$ cat src/rtl/cache_writeback_ctrl_if.sv
// Signal bundle between the miss/write-back controller, the cache arrays and the RAM port.
// The master side is the controller. The slave side is the cache and the RAM.
interface cache_writeback_ctrl_if #(
  parameter int TAG_W  = 8,
  parameter int DATA_W = 8
);
  logic              missReq;
  logic [TAG_W-1:0]  missTag;
  logic [3:0]        dirty;
  logic [TAG_W-1:0]  victimTag;
  logic [DATA_W-1:0] victimData;
  logic [1:0]        victimWay;
  logic              ramReq;
  logic              ramWe;
  logic [TAG_W-1:0]  ramAddr;
  logic [DATA_W-1:0] ramWData;
  logic [DATA_W-1:0] ramRData;
  logic              ramAck;
  logic [3:0]        cacheWe;
  logic              cacheClean;
  logic [TAG_W-1:0]  cacheTag;
  logic [DATA_W-1:0] cacheWData;
  logic              busy;
  logic              done;

  modport master (
    input  missReq, missTag, dirty, victimTag, victimData, ramRData, ramAck,
    output victimWay, ramReq, ramWe, ramAddr, ramWData,
           cacheWe, cacheClean, cacheTag, cacheWData, busy, done
  );

  modport slave (
    output missReq, missTag, dirty, victimTag, victimData, ramRData, ramAck,
    input  victimWay, ramReq, ramWe, ramAddr, ramWData,
           cacheWe, cacheClean, cacheTag, cacheWData, busy, done
  );
endinterface

$ cat src/rtl/cache_writeback_ctrl.sv
// 4-way cache miss controller: round-robin victim, optional dirty write-back, line fill, clean commit.
// Every output is decoded from the registered state and the captured tag/data registers.
module cache_writeback_ctrl #(
  parameter int TAG_W  = 8,
  parameter int DATA_W = 8
) (
  input  logic                  clock,
  input  logic                  resetn,
  cache_writeback_ctrl_if.master bus
);

  typedef enum logic [2:0] {
    IDLE   = 3'd0,
    SELECT = 3'd1,
    WB     = 3'd2,
    FILL   = 3'd3,
    COMMIT = 3'd4
  } state_e;

  state_e            state_q, state_d;
  logic [1:0]        ptr_q, ptr_d;
  logic [TAG_W-1:0]  miss_tag_q;
  logic [TAG_W-1:0]  vict_tag_q;
  logic [DATA_W-1:0] vict_data_q;
  logic [DATA_W-1:0] fill_data_q;

  function automatic logic [3:0] way_onehot(input logic [1:0] way);
    logic [3:0] oh;
    oh = 4'b0001 << way;
    return oh;
  endfunction

  always_ff @(posedge clock) begin
    if (!resetn) begin
      state_q <= IDLE;
      ptr_q   <= 2'd0;
    end else begin
      state_q <= state_d;
      ptr_q   <= ptr_d;
    end
  end

  // Datapath captures carry no reset: every output using them is gated by state.
  always_ff @(posedge clock) begin
    if (state_q == IDLE && bus.missReq) begin
      miss_tag_q <= bus.missTag;
    end
    if (state_q == SELECT) begin
      vict_tag_q  <= bus.victimTag;
      vict_data_q <= bus.victimData;
    end
    if (state_q == FILL && bus.ramAck) begin
      fill_data_q <= bus.ramRData;
    end
  end

  always_comb begin
    state_d        = state_q;
    ptr_d          = ptr_q;
    bus.ramReq     = 1'b0;
    bus.ramWe      = 1'b0;
    bus.ramAddr    = '0;
    bus.ramWData   = '0;
    bus.cacheWe    = 4'b0000;
    bus.cacheClean = 1'b0;
    bus.cacheTag   = '0;
    bus.cacheWData = '0;
    bus.done       = 1'b0;
    case (state_q)
      IDLE: begin
        if (bus.missReq) state_d = SELECT;
      end
      SELECT: begin
        state_d = bus.dirty[ptr_q] ? WB : FILL;
      end
      WB: begin
        bus.ramReq   = 1'b1;
        bus.ramWe    = 1'b1;
        bus.ramAddr  = vict_tag_q;
        bus.ramWData = vict_data_q;
        if (bus.ramAck) state_d = FILL;
      end
      // Write data stays on the bus through the fill so it never glitches while ramReq is high.
      FILL: begin
        bus.ramReq   = 1'b1;
        bus.ramAddr  = miss_tag_q;
        bus.ramWData = vict_data_q;
        if (bus.ramAck) state_d = COMMIT;
      end
      COMMIT: begin
        bus.cacheWe    = way_onehot(ptr_q);
        bus.cacheClean = 1'b1;
        bus.cacheTag   = miss_tag_q;
        bus.cacheWData = fill_data_q;
        bus.done       = 1'b1;
        ptr_d          = ptr_q + 2'd1;
        state_d        = IDLE;
      end
      default: state_d = IDLE;
    endcase
  end

  assign bus.busy      = (state_q != IDLE);
  assign bus.victimWay = ptr_q;

endmodule

$ cat src/flat_wrapper.sv
// flat-port wrapper written by rule: the top's interface ports become plain ports
module cache_writeback_ctrl_flat 
#(
  parameter int TAG_W  = 8,
  parameter int DATA_W = 8
)
  (clock, resetn, bus_missReq, bus_missTag, bus_dirty, bus_victimTag, bus_victimData, bus_ramRData, bus_ramAck, bus_victimWay, bus_ramReq, bus_ramWe, bus_ramAddr, bus_ramWData, bus_cacheWe, bus_cacheClean, bus_cacheTag, bus_cacheWData, bus_busy, bus_done);
  cache_writeback_ctrl_if #(.TAG_W(TAG_W), .DATA_W(DATA_W)) bus_i ();
  input  logic clock;
  input  logic resetn;
  input wire logic [$bits(bus_i.missReq)-1:0] bus_missReq;
  input wire logic [$bits(bus_i.missTag)-1:0] bus_missTag;
  input wire logic [$bits(bus_i.dirty)-1:0] bus_dirty;
  input wire logic [$bits(bus_i.victimTag)-1:0] bus_victimTag;
  input wire logic [$bits(bus_i.victimData)-1:0] bus_victimData;
  input wire logic [$bits(bus_i.ramRData)-1:0] bus_ramRData;
  input wire logic [$bits(bus_i.ramAck)-1:0] bus_ramAck;
  output wire logic [$bits(bus_i.victimWay)-1:0] bus_victimWay;
  output wire logic [$bits(bus_i.ramReq)-1:0] bus_ramReq;
  output wire logic [$bits(bus_i.ramWe)-1:0] bus_ramWe;
  output wire logic [$bits(bus_i.ramAddr)-1:0] bus_ramAddr;
  output wire logic [$bits(bus_i.ramWData)-1:0] bus_ramWData;
  output wire logic [$bits(bus_i.cacheWe)-1:0] bus_cacheWe;
  output wire logic [$bits(bus_i.cacheClean)-1:0] bus_cacheClean;
  output wire logic [$bits(bus_i.cacheTag)-1:0] bus_cacheTag;
  output wire logic [$bits(bus_i.cacheWData)-1:0] bus_cacheWData;
  output wire logic [$bits(bus_i.busy)-1:0] bus_busy;
  output wire logic [$bits(bus_i.done)-1:0] bus_done;
  assign bus_i.missReq = bus_missReq;
  assign bus_i.missTag = bus_missTag;
  assign bus_i.dirty = bus_dirty;
  assign bus_i.victimTag = bus_victimTag;
  assign bus_i.victimData = bus_victimData;
  assign bus_i.ramRData = bus_ramRData;
  assign bus_i.ramAck = bus_ramAck;
  assign bus_victimWay = bus_i.victimWay;
  assign bus_ramReq = bus_i.ramReq;
  assign bus_ramWe = bus_i.ramWe;
  assign bus_ramAddr = bus_i.ramAddr;
  assign bus_ramWData = bus_i.ramWData;
  assign bus_cacheWe = bus_i.cacheWe;
  assign bus_cacheClean = bus_i.cacheClean;
  assign bus_cacheTag = bus_i.cacheTag;
  assign bus_cacheWData = bus_i.cacheWData;
  assign bus_busy = bus_i.busy;
  assign bus_done = bus_i.done;
  cache_writeback_ctrl #(.TAG_W(TAG_W), .DATA_W(DATA_W)) u_core (.clock(clock), .resetn(resetn), .bus(bus_i));
endmodule
$ cat config.mk
export PLATFORM = sky130hd
export DESIGN_NAME = cache_writeback_ctrl_flat
export DESIGN_NICKNAME = d
export VERILOG_FILES = /design/src/rtl/cache_writeback_ctrl_if.sv /design/src/rtl/cache_writeback_ctrl.sv /design/src/flat_wrapper.sv
export SDC_FILE = /design/constraint.sdc
export NUM_CORES = 1
export LEC_CHECK = 0
export ABC_AREA = 1
export CAP_MARGIN = 20
export CORE_MARGIN = 10
export CORE_UTILIZATION = 54
export DETAILED_ROUTE_END_ITERATION = 8
export DONT_BUFFER_PORTS = 1
export HOLD_SLACK_MARGIN = 0.1
export PLACE_DENSITY_LB_ADDON = 0.05
export SLEW_MARGIN = 10
export SYNTH_ARGS = -nofsm -noshare
export SYNTH_HDL_FRONTEND = slang
export SYNTH_SLANG_ARGS = --single-unit
$ cat constraint.sdc
create_clock -name clock -period 2.07 [get_ports clock]
set_input_delay 0.207 -clock clock [delete_from_list [all_inputs] [get_ports clock]]
set_output_delay 0.207 -clock clock [all_outputs]
set_load 0.005 [all_outputs]
# [Yosys cells after proc, flatten, opt, wreduce, memory -nomap -nowiden]
# Index checks and enable logic that the tools add are counted.
[totals] ff_bits=37 latch_bits=0 ram_bits=0 romBits=0 in_bits=40 out_inout_bits=43 elab_cells=37 memories=0
[classes] n_addsub=1 n_mul=0 n_div=0 n_lt_le_gt_ge=1 eq_ne=7 n_shift=1 muxes=15 n_bitwise=0 n_reduce_logical=6
[op_table] cell="two-way mux 8 bit" count=3
[op_table] cell="one-hot mux 8 bit (2 select lines)" count=1
[op_table] cell="one-hot mux 3 bit (4 select lines)" count=1
[op_table] cell="two-way mux 3 bit" count=3
[op_table] cell="equality test 3 x 2 -> 1 bit, second input constant" count=2
[op_table] cell="inequality test 2 bit, second input constant" count=3
[op_table] cell="two-way mux 1 bit" count=5
[op_table] cell="two-way mux 4 bit" count=1
[op_table] cell="<< shifter 1 x 2 -> 4 bit, first input constant" count=1
[op_table] cell="equality test 3 x 1 -> 1 bit, second input constant" count=1
[op_table] cell="equality test 3 bit, second input constant" count=1
[op_table] cell="zero test 3 bit" count=1
[op_table] cell="less-than comparator 2 x 3 -> 1 bit, second input constant" count=1
[op_table] cell="AND reduction 3 bit" count=1
[op_table] cell="nonzero test 3 bit" count=1
[op_table] cell="adder 2 x 1 -> 2 bit, second input constant" count=1
[op_table] cell="binary-select mux 1 bit (select 2 bit)" count=1
[op_table] cell="logical AND 1 bit" count=2
[op_table] cell="OR reduction 2 bit" count=1

# [Longest topological paths before layout]
[logic_depth] ltp_word=4 depth_mapped=8 depth_no_buf=8

# [Least setup slack after synthesis]
# OpenSTA, ideal clock, no wires.
[synth_path] path_type="register to register" start="register u_core.state_q[2]" end="register u_core.fill_data_q[0], enable pin" setup_ns=0.370 arrival_time_ns=1.070 required_time_ns=1.700 slack_ns=0.630 path_stages_with_launch=5 n_path_buf=1 period_less_slack_ns=1.440 path_cell_list="dfxtp_1 inv_1 nand3_1 buf_2 nor2_1"
[synth_via] elab_chain_cells=2
[synth_rtl] item="start: declaration" line="cache_writeback_ctrl.sv:20" rtl="state_e state_q, state_d;"
[synth_rtl] item="start signal: assignment" line="cache_writeback_ctrl.sv:38" rtl="state_q <= state_d;"
[synth_rtl] item="equality test 3 x 2 -> 1 bit" line="cache_writeback_ctrl.sv:52" rtl="if (state_q == FILL && bus.ramAck) begin"
[synth_rtl] item="logical AND 1 bit" line="cache_writeback_ctrl.sv:52"
[synth_rtl] item="end signal: assignment" line="cache_writeback_ctrl.sv:53" rtl="fill_data_q <= bus.ramRData;"
[synth_rtl] item="end: declaration" line="cache_writeback_ctrl.sv:25" rtl="logic [DATA_W-1:0] fill_data_q;"
# Every way passes these cells.
# A chain may end at the register's enable or synchronous reset.

# [Worst setup path after layout]
[layout_path] start="register u_core.state_q[2]" end="register u_core.state_q[1]"
[layout_via] elab_chain_cells=3 word_cells_on_any_way=9 cone_classes="6 x eq/ne; 1 x mux; 2 x reduce/logical"
[layout_rtl] item="equality test 3 x 2 -> 1 bit / zero test 3 bit (equally long branches)" line="cache_writeback_ctrl.sv:69" rtl="case (state_q)"
[layout_rtl] item="inequality test 2 bit (no source line)"
[layout_rtl] item="AND reduction 3 bit (no source line)"
# Several ways; a longest one is shown, not always the timed one.

==> summary.md <==
| Metric | Value |
|---|---|
| Final instance area | 2060 µm² |
| Global placement routability congestion | 0.771 |
| I/O Buffers | 0 |
| Layout area overhead | 27.0% |
| Synth Net Count | 207 |
| 1st-iter DRT viols | 36 |
| Yosys Warn Count | 0 |
| Core area | 2810 µm² |
| Clock Sink Count | 37 |
| Asr flop ratio synth | 0 |
| Leading area contributor after synthesis | edfxtp_1 |
| Final Critical Period | 1.84 ns |
| Flops & latches, synth | 37 |
| CP arrival | 2.12 ns |
| Overflow after GRT | 0 |
| Die Height | 74.8 µm |
| CP Launch Type | flip-flop |
| WL/cell | 17.0 µm |
| Drt drc | 0 |
| Nets | 247 |
| CTS root buf | clkbuf_4 |
| Critical R2R Launch | u_core.state_q[2]$_SDFFE_PN0P_ |
| WP data required | 2.35 ns |
| Number of flops mapped to enable cells by yosys | 32 |
| Drt pass-1 iters | 4 |
| Rows | 19 |
| Sequential area share after synthesis | 0.654 |
| Postcts setup bufs | 0 |
| Final TNS setup | 0 ns |
| Cells after Synth | 163 |
| Syn Area/Cell | 9.95 µm² |
| Placed instance area | 1650 µm² |
| Gr usage total | 0.146 |
| Final Hold Viols | 0 |
| CTS tree | yes |
| Pin count of the biggest net entering global routing | 26 |
| Clk Latency, worst-skew pair | 0.33 ns |
| Worst hold path depth | 7 |
| Die X | 74.8 µm |
| H-tree levels | 2 |
| R2r worst-path depth | 8 |
| Placed cells | 192 |
| Initial Utilization | 0.578 |
| Distinct cells, synth | 17 |
| Fmax | 0.544 GHz |
| Power per cell area | 773 nW/µm² |
| R2R setup slack | 0.23 ns |
| Vias in the first global route | 1233 |
| Clock buffer depth | 2 |
| Critical path type | flip-flop to flip-flop |
| Share of layout cells above drive strength 1 | 0.0735 |
| CTS clk-pin slew, worst paths | 0.11 ns |
| Hold Path End | u_core.state_q[0]$_SDFFE_PN0P_ |
| Final cell count without fillers | 235 |
| Inserted Clock Buffers | 5 |
| Final worst-path cycle share | 0.888 |
| Worst-Margin Slew | 0.585 ns |
| Final core utilization | 0.734 |
| Worst Clk Skew | 0.00658 ns |
| Vias per inst | 5.08 |
| Relative slew slack | 0.610 |
| Detailed Place HPWL | 2620 µm |
| Leak | 0.905 nW |
| I/O Pins | 83 |
| Worst hold path class | input port to flip-flop |
| Die Area | 5600 µm² |
| Number of max-cap violations | 0 |
| Most used DFF post-synth | edfxtp_1 |
| Count leader, synth | inv_1 |
| Setup crit end kind | flip-flop |
| Critical Path Fanout Max | 11 |
| Run status | finished clean |
| Max Slew Vio Count | 0 |
| Worst vdd ir | 0.636 mV |
| Post-Synthesis Cell Area | 1620 µm² |
| Synth top area cells | edfxtp_1 (59%), inv_1 (8.8%), nor2_1 (7.6%) |
| Routed Antenna Nets | 0 |
| RSZ-0062 raised after global routing | no |
| Synth cell count leaders | inv_1 (38), nor2_1 (33), edfxtp_1 (32) |
| Fraction of synthesized cell area taken by the top area cell type | 0.593 |
| N_diodes | 0 |
| Worst min-delay path startpoint | bus_dirty[2] |
| First-pass GRT wire length | 6150 µm |
| Initial antenna violation count | 0 |
| Setup violations, final | 0 |
| Routed wire length | 3990 µm |
| RR Endpoint | u_core.state_q[1]$_SDFFE_PN0P_ |
| Vias | 1193 |
-- flip-flops by register name (all words and copies together), names as in the netlist --
register / cells
u_core.miss_tag_q: 8
u_core.state_q: 3
u_core.bus.victimWay: 2
u_core.vict_data_q: 8
u_core.vict_tag_q: 8
u_core.fill_data_q: 8
-- routing by layer --
| metal | vias up | GRT usage | wire, µm |
|---|---|---|---|
| met5 | - | 0 | 0 |
| met1 | 539 | 0.146 | 1420 |
| met4 | 0 | 0.0546 | 70 |
| li1 | 583 | - | - |
| met2 | 65 | 0.256 | 2110 |
| met3 | 6 | 0.0749 | 390 |
-- cells in the final DEF, fill, tap and decap left out, types with 2 or more instances in the layout --
cell	synthesis	layout
clkinv_2	0	2
nor2_1	33	33
dfxtp_1	5	5
ha_1	4	4
clkbuf_4	0	5
inv_2	2	2
buf_4	1	2
a21oi_1	3	3
dlygate4sd3_1	0	35
nand3_1	7	6
nand2_2	2	2
edfxtp_1	32	32
nand2_1	20	20
inv_1	38	38
o21ai_0	9	9
-- critical path: stages (launching register included) --
cell and delay (ns):
dfxtp_1 0.35, inv_1 0.15, nand3_2 0.22, nand2_2 0.17, inv_2 0.09, o2bb2ai_2 0.13, nand2_1 0.06, dlygate4sd3_1 0.57
inv_1 0.06
-- power by group --
part	total [mW]	switching, mW	internal, mW
clock	0.356	0.226	0.130
combinational	0.293	0.187	0.106
sequential	0.945	0.0329	0.912
total	1.59	0.446	1.15
-- layout make-up --
| type | count | area (µm²) |
|---|---|---|
| sequential | 37 | 1060 |
| inverter | 40 | 150 |
| multi-input combinational | 82 | 393 |
| clock buffer | 6 | 41.3 |
| tap | 31 | 38.8 |
| fill | 187 | 746 |
| timing repair buffer | 37 | 365 |
| clock inverter | 2 | 10.0 |
-- how the worst max path moves through the flow --
stage,from,to,slack (ns),cells after the start
2_1_floorplan,u_core.state_q[2]$_SDFFE_PN0P_,u_core.fill_data_q[0]$_DFFE_PP_,0.63,4
3_3_place_gp,u_core.state_q[2]$_SDFFE_PN0P_,bus_ramWData[0],0.66,5
3_5_place_dp,u_core.state_q[2]$_SDFFE_PN0P_,bus_ramWData[2],0.61,5
4_1_cts,u_core.state_q[2]$_SDFFE_PN0P_,u_core.state_q[1]$_SDFFE_PN0P_,0.09,8
5_1_grt,u_core.state_q[2]$_SDFFE_PN0P_,u_core.state_q[1]$_SDFFE_PN0P_,0.09,8
6_report,u_core.state_q[2]$_SDFFE_PN0P_,u_core.state_q[1]$_SDFFE_PN0P_,0.23,8
-- cells by family (layout without fill, tap and decap cells) --
group / count (synthesis) / after routing / share of synthesized area
AO/OA/AOI/OAI: 14 / 14 / 0.0494
AND/OR/NAND/NOR: 64 / 64 / 0.159
buffers and inverters: 44 / 85 / 0.106
adder cells (fa/ha/maj): 4 / 4 / 0.0309
flip-flops: 37 / 37 / 0.654
-- timing repair --
item,in CTS,in global routing
setup endpoints to repair,0,1
hold buffers,35,0
endpoints found under the hold margin,37,0
resized for setup,0,1
-- metrics by stage --
stage          hold WS (ns)  power [mW]  setup WS, ns
2_1_floorplan         0.305        1.13         0.630
3_3_place_gp          0.306        1.18         0.660
3_5_place_dp          0.306        1.19         0.610
4_1_cts               0.265        1.59        0.0933
5_1_grt               0.283        1.68        0.0898
6_report              0.268        1.59         0.232
(Power assumes the default switching activity.)
